### config.mk
export PLATFORM = sky130hd
export DESIGN_NAME = gray_counter
export DESIGN_NICKNAME = d
export VERILOG_FILES = /design/src/rtl/gray_counter.sv
export SDC_FILE = /design/constraint.sdc
export NUM_CORES = 1
export LEC_CHECK = 0
export BUFFER_PORTS_ARGS = -buffer_cell sky130_fd_sc_hd__clkbuf_2
export CAP_MARGIN = 20
export CORE_AREA = 2 2 39 41
export CTS_BUF_LIST = sky130_fd_sc_hd__clkbuf_4 sky130_fd_sc_hd__clkbuf_8
export CTS_CLUSTER_DIAMETER = 80
export DETAILED_ROUTE_END_ITERATION = 10
export DIE_AREA = 0 0 41 43
export PLACE_DENSITY = 0.74
export SLEW_MARGIN = 20
export SYNTH_ARGS = -nofsm -noshare
export SYNTH_HDL_FRONTEND = slang
export SYNTH_SLANG_ARGS = --single-unit
### constraint.sdc
create_clock -name clk -period 2.15 [get_ports clk]
set_input_delay 0.215 -clock clk [delete_from_list [all_inputs] [get_ports clk]]
set_output_delay 0.215 -clock clk [all_outputs]
set_load 0.02 [all_outputs]
### src/rtl/gray_counter.sv
// Registered up/down Gray-code counter.
// A binary count is kept internally. The Gray output is encoded from the
// next binary value before the register, so dout moves one bit per enabled
// step and never glitches. dout can therefore be handed straight to
// another clock domain, for example as a FIFO pointer.
// Also provides the binary count, a terminal-count flag and a wrap pulse.
module gray_counter #(
   parameter int DW = 4
) (
   input  logic          clk,
   input  logic          rst,
   input  logic          clr,
   input  logic          load,
   input  logic [DW-1:0] din,
   input  logic          en,
   input  logic          up,
   output logic [DW-1:0] dout,
   output logic [DW-1:0] bin,
   output logic          tc,
   output logic          wrap
);

   localparam logic [DW-1:0] ALL_ONES = {DW{1'b1}};
   localparam logic [DW-1:0] ZERO     = {DW{1'b0}};
   localparam logic [DW-1:0] ONE      = {{(DW-1){1'b0}}, 1'b1};

   logic [DW-1:0] bin_next;
   logic [DW-1:0] gray_next;
   logic          step;
   logic          wrap_next;

   // tc flags that the next enabled step in the current direction wraps
   assign tc = (up & (bin == ALL_ONES)) | (~up & (bin == ZERO));

   // Next binary value with priority clr > load > en > hold; only a real count step may wrap
   always_comb begin
      bin_next  = bin;
      step      = 1'b0;
      wrap_next = 1'b0;
      if (clr) begin
         bin_next = ZERO;
      end else if (load) begin
         bin_next = din;
      end else if (en) begin
         step = 1'b1;
         if (up) begin
            bin_next = bin + ONE;
         end else begin
            bin_next = bin - ONE;
         end
      end
      wrap_next = step & tc;
      gray_next = bin_next ^ (bin_next >> 1);
   end

   // Register the binary count, its Gray encoding and the wrap pulse together
   always_ff @(posedge clk or posedge rst) begin
      if (rst) begin
         bin  <= ZERO;
         dout <= ZERO;
         wrap <= 1'b0;
      end else begin
         bin  <= bin_next;
         dout <= gray_next;
         wrap <= wrap_next;
      end
   end

endmodule

# After elaboration in Yosys (flattened, before gate mapping)

Index checks and enable logic that the tools add are counted.

$add $sub $neg: 2
Equal/unequal tests: 1
Mux-type cells: 7
Bitwise operators: 6
Reduce and logical (&&, ||, !) cells: 1

Operators with widths:

| cell                                             | count |
|---|---|
| two-way mux 4 bit                                | 4 |
| adder 4 x 1 -> 4 bit, second input constant      | 1 |
| == test 4 bit, second input constant             | 1 |
| zero test 4 bit                                  | 1 |
| subtractor 4 x 1 -> 4 bit, second input constant | 1 |
| XOR 4 x 3 -> 4 bit                               | 1 |
| bitwise AND 1 bit                                | 3 |
| two-way mux 1 bit                                | 3 |
| NOT 1 bit                                        | 1 |
| OR 1 bit                                         | 1 |

Bits in registers: 9
Bits of input ports: 10
Output and inout bits: 10
Word-level logic and storage cells: 20

# Logic depth before layout (Yosys ltp)

Gate-level depths: netlist (run 1).

Depth after elaboration: 6
Mapped depth: 6
Gate-level depth less buffers: 6

# Worst setup path after synthesis (run 1)

Ideal clock, no wire load.

Kind: register to register
Start: reg bin[0]
End: reg dout[2]
Library setup time: 125 ps
Arrival: 1811 ps
Required time: 2025 ps
Path slack: 214 ps
Stages on the path, launching flop included: 7
Clock period less this slack: 1936 ps
Path through: dfrtp_1 > inv_1 > fa_1 > xnor2_1 > a211oi_1 > nor3_1 > mux2_4

Longest elaborated chain between the ends: 6

RTL lines:

| element                                                                  | RTL line | source |
|---|---|---|
| start, declared                                                          | 18       | `output logic [DW-1:0] bin,` |
| start signal, assigned                                                   | 63       | `bin <= bin_next;` |
| subtractor 4 x 1 -> 4 bit / adder 4 x 1 -> 4 bit (equally long branches) | 49, 47   |  |
| two-way mux 4 bit (*)                                                    | 46       | `if (up) begin` |
| two-way mux 4 bit (*)                                                    | 44       | `end else if (en) begin` |
| two-way mux 4 bit (*)                                                    | 42       | `end else if (load) begin` |
| two-way mux 4 bit (*)                                                    | 40       | `if (clr) begin` |
| named net bin_next[2]                                                    | 27       | `logic [DW-1:0] bin_next;` |
| XOR 4 x 3 -> 4 bit (*)                                                   | 53       | `gray_next = bin_next ^ (bin_next >> 1);` |
| named net gray_next[2]                                                   | 28       | `logic [DW-1:0] gray_next;` |
| end signal, assigned                                                     | 64       | `dout <= gray_next;` |
| end, declared                                                            | 17       | `output logic [DW-1:0] dout,` |

Mark *: on every way through the listed nets, which the timed path passes. The rest lies on a longest branch.

# Worst setup path in the final report (run 1)

Ends and elaborated chain as after synthesis.

==> flow_summary.ini, run 1 <==
[status]
status = finished, final reports clean

[logic_synthesis]
syn_nets = 68
yosys_warnings = 0
synth_top_flop_cell = dfrtp_1
syn_area_per_cell_um2 = 10.0
syn_area_um2 = 552
synth_cell_types = 35
synthCells = 55
ys_seq_elements = 8
async_flop_share_pct = 100
synth-edff-count = 0
ys_seq_area_share_pct = 36.3

[power_and_ir_drop]
p_leak_nw = 0.377
combinationalPowerShare_pct = 33.0
clockPowerShare_pct = 26.3
swShare_pct = 32.7
power.density_nw_per_um2 = 626
pwr-share-seq_pct = 40.7
power_switching_uw = 143
power.total_uw = 436
ir_drop_v = 0.000218
p_int_uw = 293

[detailed_routing]
routed_wl_um = 1150
drtIter0Drc = 2
drc = 0
vias = 473
routed_via_density = 5.09
antenna_left = 0
drt-pass1-iter-count = 3
routedWlPerCell_um = 12.4

[global_routing]
grt_pass1_vias = 421
overflow = 0
grt_max_degree = 13
track_usage_pct = 15.7
grt_pass1_wl_um = 1860
antenna_found_initial = 0

[sta]
timing.fmax_ghz = 0.510
holdWs_ns = 0.193
period_needed_ns = 1.96
setup_viol = 0
slew_headroom_pct = 77.6
rsz0062_at_grt = false
hold_viol_final = 0
report.final.slew_viol_count = 0
tns_ns = 0
post-route-period-util_pct = 91.3
worst_slack_ns = 0.188
finalClockSkew_ns = 0.00441
worst_pin_slew_ns = 0.334

[flow_run]
max_cap_violations = 0

[place]
port_buffers = 19
dp_slack_ns = 0.192
dp.cells = 89
place.gp.congestion = 0.761
dp_hpwl_um = 966
placed_area_um2 = 663

[cts]
post_cts_resized = 0
cts_sinks = 8
post_cts_buffers = 0
cts_tree = built
insertion_delay_ns = 0.25
clock-root-buffer = clkbuf_4
htree_levels = 1
cts.clk_slew.worst_paths_ns = 0.05
cts_buffers = 3
cts_max_path_buffers = 2

[critical_path]
critPathKind = flop to flop
slowest_stage = dfrtp_1
crit_path_max_incr_delay_ns = 0.46
crit_fanout = 7
critPathTopFamily = flip-flops
cp-end-kind = flop
crit_chain = inv_1 -> fa_1 -> xnor2_1 -> a211oi_1 -> nor3_1 -> mux2_4
cp-start-kind = flop
critical_path_required_ns = 2.29
critPathBufInv = 1
crit_arrival_ns = 2.10

[final_layout]
areaGrowthSynthToFinish_pct = 26.1
fin_nets = 92
fin_util_pct = 50.3
final_layout_size_suffix_gt1_share_pct = 37.7
final_cells = 93
antenna_cells = 0
stdcell_area_um2 = 696

[floorplanning]
pin_count = 20
die_area_um2 = 1760
rows = 14
dieWidth_um = 41
core-area_um2 = 1380
start_util_pct = 39.9
fp.dieH_um = 43

[min_path]
hold_path.class = primary input to flop
## state kept, by name (all words and copies together) (netlist names)
| name | count |
|---|---|
| bin | 4 |
| dout | 3 |
| wrap | 1 |
## cell type report
class | count | area (um2)
timing repair buffer | 22 | 120
fill | 139 | 688
clock buffer | 3 | 22.5
tap | 16 | 20.0
sequential | 8 | 200
inverter | 6 | 22.5
multi-input combinational | 38 | 310
## synthesized netlist by cell type (2+ instances only)
cell type,instances,area [um2]
buf_4,2,15.0
inv_1,6,22.5
xnor2_1,2,17.5
nor2_1,3,11.3
and3_1,2,12.5
dfrtp_1,8,200
ha_1,2,25.0
nand3_1,2,10.0
mux2i_1,2,20.0
## per-layer routing
layer | GRT usage, % | vias to the layer above | share of wire (%)
met5 | 0 | - | 0
met4 | 8.00 | 0 | 2.2
met3 | 3.14 | 3 | 4.7
met2 | 24.4 | 14 | 50
met1 | 19.5 | 216 | 43
li1 | - | 240 | -
## logic make-up (layout without fill, tap and decap cells)
family / Yosys count / after routing / synth area share [%]
compound gates: 10 / 10 / 13.6
simple gates: 18 / 18 / 21.3
fa+ha+maj: 3 / 3 / 8.16
xor+xnor: 3 / 3 / 4.76
buf+inv: 9 / 31 / 7.48
flops: 8 / 8 / 36.3
mux: 4 / 4 / 8.39
## power groups by stage
stage | combinational [mW] | sequential (mW) | clock, mW
2_1_floorplan | 0.0777 | 0.199 | 0
3_3_place_gp | 0.141 | 0.179 | 0
3_5_place_dp | 0.144 | 0.181 | 0
4_1_cts | 0.146 | 0.178 | 0.119
5_1_grt | 0.159 | 0.180 | 0.131
6_report | 0.144 | 0.178 | 0.114
## cells in the final DEF, fill, tap and decap left out, types with 2 or more instances in the layout
cell type  instances
and3_1             2
buf_4              2
clkbuf_2          19
clkbuf_4           3
dfrtp_1            8
ha_1               2
inv_1              6
mux2i_1            2
nand3_1            2
nor2_1             3
xnor2_1            2
## path summary, 6_finish.rpt
kind / slack (ns) / depth (start not counted) / start / end
min in group asynchronous: 0.43 / 3 / rst / dout[0]$_DFF_PP0_
max in group asynchronous: 1.49 / 3 / rst / bin[2]$_DFF_PP0_
setup / recovery: 0.19 / 6 / bin[0]$_DFF_PP0_ / dout[2]$_DFF_PP0_
setup reg to reg: 0.19 / 6 / bin[0]$_DFF_PP0_ / dout[2]$_DFF_PP0_
hold reg to reg: 0.72 / 2 / bin[2]$_DFF_PP0_ / wrap$_DFF_PP0_
hold / removal: 0.19 / 2 / clr / bin[3]$_DFF_PP0_
## what timing repair did
action                                  4_1_cts  5_1_grt
hold buffers                                  1        0
endpoints found under the hold margin         8        0
endpoints found under the setup margin        0        0
No activity file was read; power rests on OpenSTA's default activity.
==> run 2: changes to the inputs <==
- ABC_AREA: not set -> 1
- PLACE_DENSITY: 0.74 -> 0.71
==> flow_summary.ini, run 2 <==
[status]
status = finished, final reports clean

[cts]
cts_buffers = 3
insertion_delay_ns = 0.25
cts.clk_slew.worst_paths_ns = 0.05
cts_sinks = 8
cts_max_path_buffers = 2
cts_tree = built
clock-root-buffer = clkbuf_4
htree_levels = 1
post_cts_buffers = 0

[sta]
tns_ns = 0
period_needed_ns = 1.61
slew_headroom_pct = 80.1
post-route-period-util_pct = 74.7
worst_pin_slew_ns = 0.298
setup_viol = 0
rsz0062_at_grt = false
hold_viol_final = 0
finalClockSkew_ns = 0.00260
timing.fmax_ghz = 0.623
report.final.slew_viol_count = 0

[final_layout]
fill_cells = 145
final_cells = 105
top_regs = bin (4), dout (3), wrap (1)
largest_register_ffs = 4
fin_nets = 104
final_cell_mix = 19 x clkbuf_2, 15 x nand2_1, 13 x inv_1, 8 x dfrtp_1, 5 x nand3_1
areaGrowthSynthToFinish_pct = 26.7
regMostFlops = bin
final_layout_size_suffix_gt1_share_pct = 30.3
antenna_cells = 0
mostFrequentLayoutCell = clkbuf_2

[global_routing]
overflow = 0
track_usage_pct = 14.3
antenna_found_initial = 0
grt_pass1_vias = 440
grt_pass1_wl_um = 1670
grt_max_degree = 9

[min_path]
hp-start = load
hold_path.class = primary input to flop

[logic_synthesis]
ys_seq_elements = 8
synthCells = 67
synth_top_flop_cell = dfrtp_1
yosysTopAreaCell = dfrtp_1
synth-edff-count = 0
yosysMostFrequentCell = nand2_1
yosys-top-cells-area = dfrtp_1 38%, nand2_1 11%, inv_1 9.3%
netlist.area_leader.share_pct = 38.2
synth_cell_types = 20
syn_area_per_cell_um2 = 7.82
async_flop_share_pct = 100
yosys_warnings = 0
syn_nets = 80
ys_seq_area_share_pct = 38.2
syn_area_um2 = 524
synthTopCellsByCount = 15 x nand2_1, 13 x inv_1, 8 x dfrtp_1, 5 x nand3_1

[flow_run]
max_cap_violations = 0

[place]
dp.cells = 101
dp_hpwl_um = 901
port_buffers = 19
place.gp.congestion = 0.756

[detailed_routing]
vias = 484
routedWlPerCell_um = 9.96
drc = 0
drt-pass1-iter-count = 5
antenna_left = 0
drtIter0Drc = 13
routed_via_density = 4.61
routed_wl_um = 1050

[critical_path]
slowest_stage = fa_1
cp-start-kind = flop
cp-end-kind = flop
crit_chain = inv_1 -> fa_1 -> o211ai_2 -> nand3_2 -> xor2_1
reg2reg_from = bin[0]$_DFF_PP0_
crit_path_max_incr_delay_ns = 0.47
critPathKind = flop to flop
critical_path_required_ns = 2.28
crit_fanout = 6
startpoint = bin[0]$_DFF_PP0_
crit_arrival_ns = 1.74
rrSetupSlack_ns = 0.54
critPathTopFamily = adder cells
critPathBufInv = 1

[power_and_ir_drop]
ir_drop_v = 0.000311
p_leak_nw = 0.404
power.density_nw_per_um2 = 635

[floorplanning]
rows = 14
pin_count = 20
core-area_um2 = 1380
dieWidth_um = 41
die_area_um2 = 1760
fp.dieH_um = 43
start_util_pct = 37.9
-- run 2: layer usage --
metal	global-route usage [%]	routed length [um]	vias up	share of wire (%)
li1	-	-	250	-
met1	16.6	401	216	38
met2	22.8	569	18	54
met3	2.09	75	0	7.2
met4	9.33	0	0	0
met5	0	0	-	0
-- run 2: area by class of cell --
cell class | count | area [um2] | area share, %
tap | 16 | 20.0 | 3.01
inverter | 15 | 56.3 | 8.47
clock buffer | 3 | 22.5 | 3.39
sequential | 8 | 200 | 30.1
multi-input combinational | 43 | 260 | 39.2
timing repair buffer | 20 | 105 | 15.8
-- run 2: cell families (layout without fill, tap and decap cells) --
kind of cell	Yosys count	count (layout)	synth area share [%]
adders and majority gates	3	3	8.59
DFF	8	8	38.2
xor gates and xnor gates	4	4	6.68
buffers and inverters	16	38	12.2
AOI/OAI and AO/OA	6	6	7.16
and+or+nand+nor	30	30	27.2
-- run 2: what timing repair did --
| action | in CTS | in global routing |
|---|---|---|
| endpoints found under the hold margin | 8 | 0 |
| hold buffers | 1 | 0 |
| gates resized for setup | 0 | 0 |
-- run 2: worst register-to-register path, stage by stage, from the launching register on --
cell	delay [ns]
dfrtp_1	0.43
inv_1	0.08
fa_1	0.47
o211ai_2	0.20
nand3_2	0.13
xor2_1	0.18
-- run 2: stage by stage --
step           instance area, um2  utilization, %  setup slack, ns  power [mW]  hold slack [ns]
6_report                      664            48.0            0.545       0.422            0.285
5_1_grt                       664            48.0            0.433       0.453            0.293
4_1_cts                       664            48.0            0.544       0.427            0.285
3_5_place_dp                  632            45.7            0.560       0.313            0.152
3_3_place_gp                  632            45.7            0.580       0.310            0.140
2_1_floorplan                 524               -            0.520       0.270           0.0307
-- run 2: where the power goes --
| group | internal [mW] | total (mW) | switching [mW] |
|---|---|---|---|
| logic | 0.0500 | 0.132 | 0.0818 |
| clock network | 0.0637 | 0.112 | 0.0480 |
| registers | 0.166 | 0.178 | 0.0122 |
| total | 0.280 | 0.422 | 0.142 |
-- run 2: worst paths after layout --
path / endpoint / cells past startpoint
worst max register to register: dout[1]$_DFF_PP0_ / 5
worst max-delay path: dout[1]$_DFF_PP0_ / 5
worst min register to register: wrap$_DFF_PP0_ / 2
min in group asynchronous: bin[0]$_DFF_PP0_ / 3
worst min-delay path: bin[0]$_DFF_PP0_ / 3
max in group asynchronous: dout[0]$_DFF_PP0_ / 3
==> run 3: changes to the inputs <==
- clock period: 2.15 -> 1.5 ns (I/O delays scaled with it)
==> flow_summary.ini, run 3 (synthesized netlist as in run 2, its figures left out) <==
[floorplanning]
core-area_um2 = 1380
rows = 14
die_area_um2 = 1760
pin_count = 20
dieWidth_um = 41
start_util_pct = 37.9
fp.dieH_um = 43

[cts]
cts_sinks = 8
cts_tree = built
htree_levels = 1
post_cts_buffers = 0
cts_buffers = 3
clock-root-buffer = clkbuf_4
insertion_delay_ns = 0.26
cts.clk_slew.worst_paths_ns = 0.05
cts_max_path_buffers = 2

[critical_path]
reg2reg_depth = 5
crit_fanout = 3
critical_path_required_ns = 1.65
crit_arrival_ns = 1.65
cp-end-kind = flop
rrSetupSlack_ns = -0.0003
critPathKind = flop to flop
cp-start-kind = flop

[final_layout]
final_cell_mix = 18 x clkbuf_2, 11 x inv_1, 11 x nand2_1, 6 x dfrtp_1, 5 x buf_4
fill_cells = 135
largest_register_ffs = 4
fin_util_pct = 55.2
final_cells = 111
areaGrowthSynthToFinish_pct = 45.8
mostFrequentLayoutCell = clkbuf_2
final_layout_size_suffix_gt1_share_pct = 48.4
antenna_cells = 0
regMostFlops = bin
multiInputGateArea_um2 = 307
seqCellArea_um2 = 203
top_regs = bin (4), dout (3), wrap (1)
fin_nets = 109

[global_routing]
grt_pass1_wl_um = 2030
grt_pass1_vias = 488
track_usage_pct = 17.2
grt_busiest_layer = met2
antenna_found_initial = 0
overflow = 0
grt_max_degree = 9
use_met3_pct = 4.71
use_met1_pct = 20.8
met2_usage_pct = 26.9

[detailed_routing]
drt-pass1-iter-count = 4
drtIter0Drc = 17
drc = 0
routed_wl_um = 1250
routed_via_density = 4.65
vias = 516
antenna_left = 0
routedWlPerCell_um = 11.3

[place]
dp.cells = 106
dp_hpwl_um = 993
port_buffers = 19
place.gp.congestion = 0.811

[power_and_ir_drop]
power.total_uw = 693
p_leak_nw = 0.437
ir_drop_v = 0.000519
power.density_nw_per_um2 = 907

[sta]
setup_viol = 2
period_needed_ns = 1.50
worst_slack_ns = -0.000307
rsz0062_at_grt = true
post-route-period-util_pct = 100
finalClockSkew_ns = 0.000359
report.final.slew_viol_count = 0
timing.fmax_ghz = 0.667
slew_headroom_pct = 80.5
hold_viol_final = 0
worst_pin_slew_ns = 0.292

[min_path]
hold_path.class = primary input to flop
hold_path_depth = 3

[flow_run]
max_cap_violations = 0

[status]
violations = negative setup slack
status = finished with violations
run 3: cell types whose count changed in the layout (fill, tap and decap cells not counted), sizes merged:
| cell | previous run | this run |
|---|---|---|
| buf | 0 | 6 |
run 3: timing repair:
item / in CTS / in global routing
gates resized for setup: 3 / 9
endpoints found under the hold margin: 8 / 0
pin swaps: 1 / 6
setup endpoints to repair: 2 / 5
hold buffers: 1 / 0
run 3: final cells by class:
cell class	instances	share of cell area (%)
clock buffer	4	3.93
sequential	8	26.5
timing repair buffer	25	19.5
tap	16	2.62
inverter	15	7.36
multi-input combinational	43	40.1
run 3: per-stage QoR:
stage	cell area, um2	setup TNS, ns	hold slack (ns)	setup slack [ns]
after floorplan	529	0	-0.0345	0.00433
after global placement	674	0	0.0777	0.0170
after detailed placement	674	0	0.0881	0.00276
after CTS	728	-0.0270	0.235	-0.0141
after global routing	764	-0.177	0.251	-0.0739
final	764	-0.000367	0.229	-0.000307
run 3: path summary, 6_finish.rpt:
path	start	to
worst max-delay path	bin[1]$_DFF_PP0_	dout[1]$_DFF_PP0_
worst min-delay path	load	bin[0]$_DFF_PP0_
worst max register to register	bin[1]$_DFF_PP0_	dout[1]$_DFF_PP0_
worst min register to register	bin[3]$_DFF_PP0_	wrap$_DFF_PP0_
max in group asynchronous	rst	bin[0]$_DFF_PP0_
min in group asynchronous	rst	bin[2]$_DFF_PP0_
run 3: worst max-delay path: stages (launching register included):
cell	delay (ns)
dfrtp_2	0.42
inv_2	0.06
fa_2	0.43
o211ai_2	0.17
nand3_2	0.13
xor2_1	0.18
run 3: power breakdown:
group | internal (mW) | switching, mW
sequential | 0.239 | 0.0128
combinational | 0.0971 | 0.141
clock | 0.120 | 0.0826
total | 0.456 | 0.237
run 3: per-layer routing:
| layer | up-vias | wire, um |
|---|---|---|
| met5 | - | 0 |
| met4 | 0 | 36 |
| met3 | 5 | 44 |
| met2 | 15 | 642 |
| met1 | 237 | 531 |
| li1 | 259 | - |
